[config.mk]
export PLATFORM = sky130hd
export DESIGN_NAME = dut_loopback_fifo_flat
export DESIGN_NICKNAME = d
export VERILOG_FILES = /design/src/rtl/dut_loopback_fifo_if.sv /design/src/rtl/dut_loopback_fifo.sv /design/src/flat_wrapper.sv
export SDC_FILE = /design/constraint.sdc
export NUM_CORES = 2
export LEC_CHECK = 0
export CAP_MARGIN = 30
export CELL_PAD_IN_SITES_DETAIL_PLACEMENT = 1
export CELL_PAD_IN_SITES_GLOBAL_PLACEMENT = 1
export CORE_MARGIN = 10
export CORE_UTILIZATION = 50
export DETAILED_ROUTE_END_ITERATION = 6
export GPL_TIMING_DRIVEN = 0
export PLACE_DENSITY_LB_ADDON = 0.1
export SYNTH_ARGS = -nofsm -noshare
export SYNTH_HDL_FRONTEND = slang
export SYNTH_SLANG_ARGS = --single-unit
[constraint.sdc]
create_clock -name clk -period 13.1 [get_ports clk]
set_input_delay 3.275 -clock clk [delete_from_list [all_inputs] [get_ports clk]]
set_output_delay 3.275 -clock clk [all_outputs]
set_load 0.1 [all_outputs]
[src/rtl/dut_loopback_fifo_if.sv]
// Handshake and status bundle for the multi-channel loopback FIFO.
// The master side is the traffic generator; the slave side is the FIFO block.
interface dut_loopback_fifo_if #(
  parameter int WIDTH  = 128,
  parameter int NUM_CH = 4,
  parameter int DEPTH  = 8
);
  localparam int CNT_W = $clog2(DEPTH + 1);

  logic [NUM_CH-1:0]       wr_valid;
  logic [NUM_CH-1:0]       wr_ready;
  logic [NUM_CH*WIDTH-1:0] wr_data;
  logic [NUM_CH-1:0]       rd_valid;
  logic [NUM_CH-1:0]       rd_ready;
  logic [NUM_CH*WIDTH-1:0] rd_data;
  logic [NUM_CH*CNT_W-1:0] level;
  logic [NUM_CH-1:0]       overflow;

  modport master (
    output wr_valid, wr_data, rd_ready,
    input  wr_ready, rd_valid, rd_data, level, overflow
  );

  modport slave (
    input  wr_valid, wr_data, rd_ready,
    output wr_ready, rd_valid, rd_data, level, overflow
  );
endinterface

[src/rtl/dut_loopback_fifo.sv]
// NUM_CH independent loopback FIFOs; each push stores a transformed copy of the
// write data, each channel reports its occupancy and a sticky overflow flag.
module dut_loopback_fifo #(
  parameter int WIDTH  = 128,
  parameter int NUM_CH = 4,
  parameter int DEPTH  = 8
) (
  input  logic                  clk,
  input  logic                  rst_n,
  input  logic                  clear,
  input  logic [1:0]            mode,
  dut_loopback_fifo_if.slave    bus
);
  localparam int CNT_W = $clog2(DEPTH + 1);
  localparam int PTR_W = $clog2(DEPTH);

  function automatic logic [WIDTH-1:0] xform(input logic [1:0] m, input logic [WIDTH-1:0] d);
    logic [WIDTH-1:0] r;
    r = d;
    case (m)
      2'd1: r = ~d;
      2'd2: for (int i = 0; i < WIDTH; i++) r[i] = d[WIDTH-1-i];
      2'd3: r = d + WIDTH'(1);
      default: r = d;
    endcase
    return r;
  endfunction

  genvar gi;
  generate
    for (gi = 0; gi < NUM_CH; gi++) begin : g_ch
      logic [WIDTH-1:0] mem [DEPTH];
      logic [PTR_W-1:0] wr_ptr_reg;
      logic [PTR_W-1:0] rd_ptr_reg;
      logic [CNT_W-1:0] level_reg;
      logic             overflow_reg;
      logic             full;
      logic             empty;
      logic             push;
      logic             pop;

      // Full/empty come only from level; pointers are free-running modulo DEPTH.
      assign full  = (level_reg == CNT_W'(DEPTH));
      assign empty = (level_reg == '0);
      assign push  = bus.wr_valid[gi] & ~full;
      assign pop   = bus.rd_ready[gi] & ~empty;

      always_ff @(posedge clk) begin
        if (push && !clear) begin
          mem[wr_ptr_reg] <= xform(mode, bus.wr_data[gi*WIDTH +: WIDTH]);
        end
      end

      always_ff @(posedge clk or negedge rst_n) begin
        if (!rst_n) begin
          wr_ptr_reg   <= '0;
          rd_ptr_reg   <= '0;
          level_reg    <= '0;
          overflow_reg <= 1'b0;
        end else if (clear) begin
          wr_ptr_reg   <= '0;
          rd_ptr_reg   <= '0;
          level_reg    <= '0;
          overflow_reg <= 1'b0;
        end else begin
          if (push) wr_ptr_reg <= wr_ptr_reg + PTR_W'(1);
          if (pop)  rd_ptr_reg <= rd_ptr_reg + PTR_W'(1);
          if (push && !pop)      level_reg <= level_reg + CNT_W'(1);
          else if (pop && !push) level_reg <= level_reg - CNT_W'(1);
          if (bus.wr_valid[gi] && full) overflow_reg <= 1'b1;
        end
      end

      assign bus.wr_ready[gi]                = ~full;
      assign bus.rd_valid[gi]                = ~empty;
      assign bus.rd_data[gi*WIDTH +: WIDTH]  = empty ? '0 : mem[rd_ptr_reg];
      assign bus.level[gi*CNT_W +: CNT_W]    = level_reg;
      assign bus.overflow[gi]                = overflow_reg;
    end
  endgenerate
endmodule
[src/flat_wrapper.sv]
// flat-port wrapper written by rule: the top's interface ports become plain ports
module dut_loopback_fifo_flat 
#(
  parameter int WIDTH  = 128,
  parameter int NUM_CH = 4,
  parameter int DEPTH  = 8
)
  (clk, rst_n, clear, mode, bus_wr_valid, bus_wr_data, bus_rd_ready, bus_wr_ready, bus_rd_valid, bus_rd_data, bus_level, bus_overflow);
  dut_loopback_fifo_if #(.WIDTH(WIDTH), .NUM_CH(NUM_CH), .DEPTH(DEPTH)) bus_i ();
  input  logic clk;
  input  logic rst_n;
  input  logic clear;
  input  logic [1:0] mode;
  input wire logic [$bits(bus_i.wr_valid)-1:0] bus_wr_valid;
  input wire logic [$bits(bus_i.wr_data)-1:0] bus_wr_data;
  input wire logic [$bits(bus_i.rd_ready)-1:0] bus_rd_ready;
  output wire logic [$bits(bus_i.wr_ready)-1:0] bus_wr_ready;
  output wire logic [$bits(bus_i.rd_valid)-1:0] bus_rd_valid;
  output wire logic [$bits(bus_i.rd_data)-1:0] bus_rd_data;
  output wire logic [$bits(bus_i.level)-1:0] bus_level;
  output wire logic [$bits(bus_i.overflow)-1:0] bus_overflow;
  assign bus_i.wr_valid = bus_wr_valid;
  assign bus_i.wr_data = bus_wr_data;
  assign bus_i.rd_ready = bus_rd_ready;
  assign bus_wr_ready = bus_i.wr_ready;
  assign bus_rd_valid = bus_i.rd_valid;
  assign bus_rd_data = bus_i.rd_data;
  assign bus_level = bus_i.level;
  assign bus_overflow = bus_i.overflow;
  dut_loopback_fifo #(.WIDTH(WIDTH), .NUM_CH(NUM_CH), .DEPTH(DEPTH)) u_core (.clk(clk), .rst_n(rst_n), .clear(clear), .mode(mode), .bus(bus_i));
endmodule
## Word-level counts from Yosys, hierarchy flattened

Memory sizes are Yosys's and may differ from the RTL's.
Index checks and enable logic that the tools add are counted.

| storage, ports and cells | value |
|---|---|
| input bits | 525 |
| memory bits (writable) | 4,096 |
| memories | 4 |
| logic and storage cells | 168 |
| register bits | 44 |

| operators by class | value |
|---|---|
| bitwise gates (word level) | 20 |
| eq/ne operators | 7 |
| reduce and logical (&&, ||, !) cells | 45 |
| add/subtract/negate cells | 20 |
| mux-type cells | 56 |

Memories:

| name | words | width | rd ports | clocked after Yosys merged registers in | wr ports | line | source |
|---|---|---|---|---|---|---|---|
| u_core.g_ch[0].mem | 8 | 128 | 1 | 0 | 1 | dut_loopback_fifo.sv:32 | `logic [WIDTH-1:0] mem [DEPTH];` |
| u_core.g_ch[1].mem | 8 | 128 | 1 | 0 | 1 | dut_loopback_fifo.sv:32 |  |
| u_core.g_ch[2].mem | 8 | 128 | 1 | 0 | 1 | dut_loopback_fifo.sv:32 |  |
| u_core.g_ch[3].mem | 8 | 128 | 1 | 0 | 1 | dut_loopback_fifo.sv:32 |  |

Operators with widths:

| cell | count |
|---|---|
| one-hot mux 128 bit (3 select lines) | 4 |
| two-way mux 128 bit | 8 |
| adder 128 x 1 -> 128 bit (second input constant) | 4 |
| inverter 128 bit | 4 |
| two-way mux 3 bit | 16 |
| two-way mux 4 bit | 12 |
| adder 3 x 1 -> 3 bit (second input constant) | 8 |
| nonzero test 2 bit | 12 |
| adder 4 x 1 -> 4 bit (second input constant) | 4 |
| equality test 4 bit (second input constant) | 4 |
| logical AND 1 bit | 16 |
| zero test 4 bit | 4 |
| two-way mux 1 bit | 16 |
| subtractor 4 x 1 -> 4 bit (second input constant) | 4 |
| nonzero test 3 bit | 4 |
| zero test 1 bit | 9 |
| bitwise AND 1 bit | 8 |
| inverter 1 bit | 8 |
| equality test 2 bit (second input constant) | 2 |
| equality test 2 x 1 -> 1 bit (second input constant) | 1 |

## Depth between registers and ports, before layout

| logic depth | value |
|---|---|
| depth in word-level cells | 8 |
| gate-level depth with buffers | 11 |

## Least setup slack after synthesis

No wires, ideal clock.

| timing | value |
|---|---|
| path type | in2reg |
| start | input port bus_wr_valid[0] |
| end | memory u_core.g_ch[0].mem[0][0] (enable) |
| stages on the path | 3 |
| slack | -0.137 ns |
| data required time | 12.328 ns |
| data arrival time | 12.465 ns |
| cells stage by stage | nand2_1 > or3_1 > nor3_1 |

| between the ends | value |
|---|---|
| word-level cells in the longest chain between the ends | 4 |

Ends and longest elaborated chain:

| element | line | source |
|---|---|---|
| start, declared | flat_wrapper.sv:14 | `input wire logic [$bits(bus_i.wr_valid)-1:0] bus_wr_valid;` |
| bitwise AND 1 bit | dut_loopback_fifo.sv:45 | `assign push = bus.wr_valid[gi] & ~full;` |
| logical AND 1 bit | dut_loopback_fifo.sv:49 | `if (push && !clear) begin` |
| two-way mux 1 bit | dut_loopback_fifo.sv:49 |  |
| two-way mux 1 bit (not written as such) | dut_loopback_fifo.sv:50 | `mem[wr_ptr_reg] <= xform(mode, bus.wr_data[gi*WIDTH +: WIDTH]);` |
| end, declared | dut_loopback_fifo.sv:32 |  |

No other way between the ends.

## Worst setup path in the final report

| timing | value |
|---|---|
| start | register u_core.g_ch[0].rd_ptr_reg[1] |
| end | output port bus_rd_data[121] |

| between the ends | value |
|---|---|
| word-level cells in the longest chain between the ends | 2 |

Ends and longest elaborated chain:

| element | line | source |
|---|---|---|
| start, declared | dut_loopback_fifo.sv:34 | `logic [PTR_W-1:0] rd_ptr_reg;` |
| start signal, assigned | dut_loopback_fifo.sv:67 | `if (pop) rd_ptr_reg <= rd_ptr_reg + PTR_W'(1);` |
| memory read (8 x 128 bit) | -- |  |
| two-way mux 128 bit | dut_loopback_fifo.sv:76 | `assign bus.rd_data[gi*WIDTH +: WIDTH] = empty ? '0 : mem[rd_ptr_reg];` |
| end, declared | flat_wrapper.sv:19 | `output wire logic [$bits(bus_i.rd_data)-1:0] bus_rd_data;` |

No other way between the ends.

==> results.md <==
Floorplanning:
- The die height is 628 µm.
- The core region is 0.369 mm².
- The die covers 0.394 mm².
- The floorplan has 223 rows.
- The initial core utilization is 0.502.
- In this run the horizontal extent of the chip is 628 µm.
- In this run the count of I/O pins placed on the die edge is 1,065.

Status:
- The flow ran to the end, but the final reports show violations.
- The final reports fail on DRC.

Logic synthesis:
- The cell count after synthesis is 11,300.
- In this run the cell area of the synthesized design comes to 0.185 mm².
- The async set-or-reset flop fraction in the synthesized netlist is 0.0106.
- The number of distinct standard cells referenced by the synthesized netlist is 83.
- For this run, the leading register cell type out of synthesis is edfxtp_1.
- The register bit total from synthesis is 4,140.
- The number of enable-type register cells in the synthesized netlist is 4,096.
- The average size of a mapped cell is 16.4 µm².
- During synthesis, Yosys emitted a total of 0 warnings.
- The sequential area share after synthesis is 0.671.
- When the netlist entered floorplanning its net count stood at 11,800.

CTS:
- The clock tree root buffer cell is clkbuf_16.
- The number of sinks on the clock net is 4,140.
- The maximum level of the CTS H-tree is 5.
- Clock latency on the worst-skew pair, taken at its later pin, is 1.07 ns.
- The number of gates resized after CTS is 0.
- Counting along the longest clock path gives a buffer depth of 4.
- Buffers inserted during clock tree synthesis total 416.
- Clock-pin slew was measured on the worst setup and hold paths at 0.07 ns.
- Once the clock tree was built, the setup fixing pass inserted 0 buffers.
- The cts-stage hold buffer count is 0.
- The clock tree from TritonCTS is yes.

Worst setup path:
- In this run the worst path has a maximum fanout of 10.
- The critical path endpoint category is a primary output.
- The worst setup path is of the register to primary output kind.
- The data arrival at the endpoint of the critical path is 5.45 ns.
- The setup check on the worst reg-to-reg path leaves a slack of 8.90 ns.
- At the worst endpoint, the required time is 9.82 ns.
- The type of origin of the critical path is a register.

Global routing:
- Summed over all layers, the global routing overflow is 0.
- The total routing resource utilization after global routing is 0.433.
- The first global-routing pass estimated 1,180,000 µm of wire.
- The number of antenna violations at the first check in global routing came to 357.
- The via count of the first global-routing pass was 131,000.
- Entering global routing, the biggest net connects 45 pins.

Drt:
- The average wire per standard cell is 46.7 µm.
- The final layout contains routed wiring with a total length of 885,000 µm.
- The via-per-instance ratio is 7.04.
- The number of design-rule violations left by the first detailed-router iteration is 21,300.
- For this run, design rule violations remaining after detail routing come to 1.
- The total via count in the routed design is 133,000.
- The detailed-routing iteration count for the pre-antenna-repair pass is 7.
- In this run the remaining antenna-violating nets after routing total 0.

Power:
- The reported leakage power is 70.9 nW.
- The worst ir drop on vdd is 377 µV.
- The power per cell area is 212 mW/mm².

STA:
- The worst hold slack is 0.537 ns.
- Of the available clock period, the critical path in the final layout requires 0.666.
- The worst pin sits at a relative slew slack of 0.154.
- The setup slack of the critical path after layout is 4.38 ns.
- Setup repair after global routing left no endpoint under its margin.
- The total negative slack for setup checks is 0 ns.
- For the final database, setup skew stands at 0.0766 ns.
- The number of setup violations in the final report is 0.
- At the pin with the least slew margin, the transition time is 1.27 ns.
- The number of hold violations in the final report is 0.
- The minimum period implied by the final worst setup slack is 8.72 ns.
- The final max-slew violation count is 0.
- The maximum clock rate is 0.115 GHz.

Worst hold path:
- The tightest min-delay check is of the register to register type.

Place:
- Detailed placement finished with a half-perimeter wire length of 640,000 µm.
- The port buffer count is 918.
- Before CTS, the worst setup slack after placement is 4.29 ns.
- The number of cells after detailed placement is 17,800.
- Routability-driven placement finished with a final weighted congestion of 1.01.

Cells and area:
- The fraction of layout cells with a size suffix above 1 is 0.205.
- The net total in the final layout is 13,900.
- From synthesis to final layout, the design area changed by 22.1%.
- The post-route non-filler standard cell count is 19,000.
- The number of flip-flops under the largest register name is 4,096.

Flow run:
- Across the run, the number of max-cap violations was 0.
## placed cells by master, fill, tap and decap left out, drive strengths merged, types with 105 or more instances in the layout
| cell type | count |
|---|---|
| clkdlybuf4s50 | 916 |
| a211oi | 113 |
| nand4 | 292 |
| clkbuf | 1106 |
| nand3 | 264 |
| mux2 | 105 |
| diode | 293 |
| mux2i | 835 |
| inv | 118 |
| clkinv | 192 |
| nor2 | 811 |
| nand2 | 654 |
| a21oi | 139 |
| xnor2 | 271 |
| edfxtp | 4096 |
| o21ai | 368 |
| nor3 | 159 |
| nor4 | 190 |
| mux4 | 1024 |
| buf | 982 |
## cell usage after synthesis (113+ instances only)
library cell / n / area (µm²)
edfxtp_1: 4096 / 123000
mux4_2: 1024 / 23100
mux2i_1: 835 / 8360
nor2_1: 811 / 3040
nand2_1: 654 / 2450
clkbuf_1: 543 / 2040
o21ai_0: 362 / 1810
nand4_1: 277 / 1730
xnor2_1: 271 / 2370
nand3_1: 264 / 1320
buf_1: 210 / 788
nor4_1: 160 / 1000
nor3_1: 150 / 751
a21oi_1: 139 / 696
a211oi_1: 113 / 848
## metrics by stage
stage	instance area [µm²]	util	power [W]
2_1_floorplan	185000	-	0.0288
3_3_place_gp	200000	0.543	0.0343
3_5_place_dp	210000	0.570	0.0353
4_1_cts	224000	0.607	0.0474
5_1_grt	226000	0.612	0.0489
6_report	226000	0.613	0.0479
## layout make-up
class | count | area [µm²]
tap | 4950 | 6190
fill | 32900 | 143000
multi-input combinational | 6217 | 57600
buffer | 812 | 3280
antenna | 293 | 733
clock buffer | 513 | 10900
timing repair buffer | 1681 | 19900
inverter | 105 | 394
sequential | 4140 | 124000
clock inverter | 249 | 2640
## worst max-delay path: stages, from the launching register on
cell and delay (ns):
dfrtp_1 0.36, clkbuf_1 0.35, clkbuf_1 0.65, clkbuf_1 0.73
mux4_2 0.43, mux2i_1 0.80, nor2_1 0.08, clkdlybuf4s50_1 1.01
## kinds of logic after synthesis
| group | share of synthesized area |
|---|---|
| flip-flops | 0.671 |
| AND/OR/NAND/NOR | 0.0759 |
| multiplexers | 0.176 |
| AO/OA/AOI/OAI | 0.0401 |
| buffers and inverters | 0.0191 |
| XOR/XNOR | 0.0155 |
| adder cells (fa/ha/maj) | 0.00179 |
## per-layer routing
| metal | GRT usage | up-vias | wire length, µm |
|---|---|---|---|
| met5 | 0 | - | 669 |
| met4 | 0.329 | 108 | 80100 |
| met3 | 0.114 | 2555 | 99100 |
| met2 | 0.650 | 11100 | 399000 |
| met1 | 0.542 | 69800 | 306000 |
| li1 | - | 50000 | - |
## worst paths after layout
check,end,cells past startpoint,from
min,u_core.g_ch[2].overflow_reg,2,u_core.g_ch[2].overflow_reg
max,bus_rd_data[121],7,u_core.g_ch[0].rd_ptr_reg[1]
max in group asynchronous,u_core.g_ch[0].rd_ptr_reg[0],1,rst_n
max reg2reg,u_core.g_ch[2].mem[0][105],10,u_core.g_ch[2].level_reg[0]
min reg2reg,u_core.g_ch[2].overflow_reg,2,u_core.g_ch[2].overflow_reg
min in group asynchronous,u_core.g_ch[1].level_reg[3],1,rst_n
## where the power goes
part,leakage (nW),internal (W),switching [W],total (W)
logic,26.7,0.00594,0.0144,0.0204
clock network,6.55,0.00661,0.00546,0.0121
registers,37.6,0.0153,0.000179,0.0154
(Power assumes the default switching activity.)
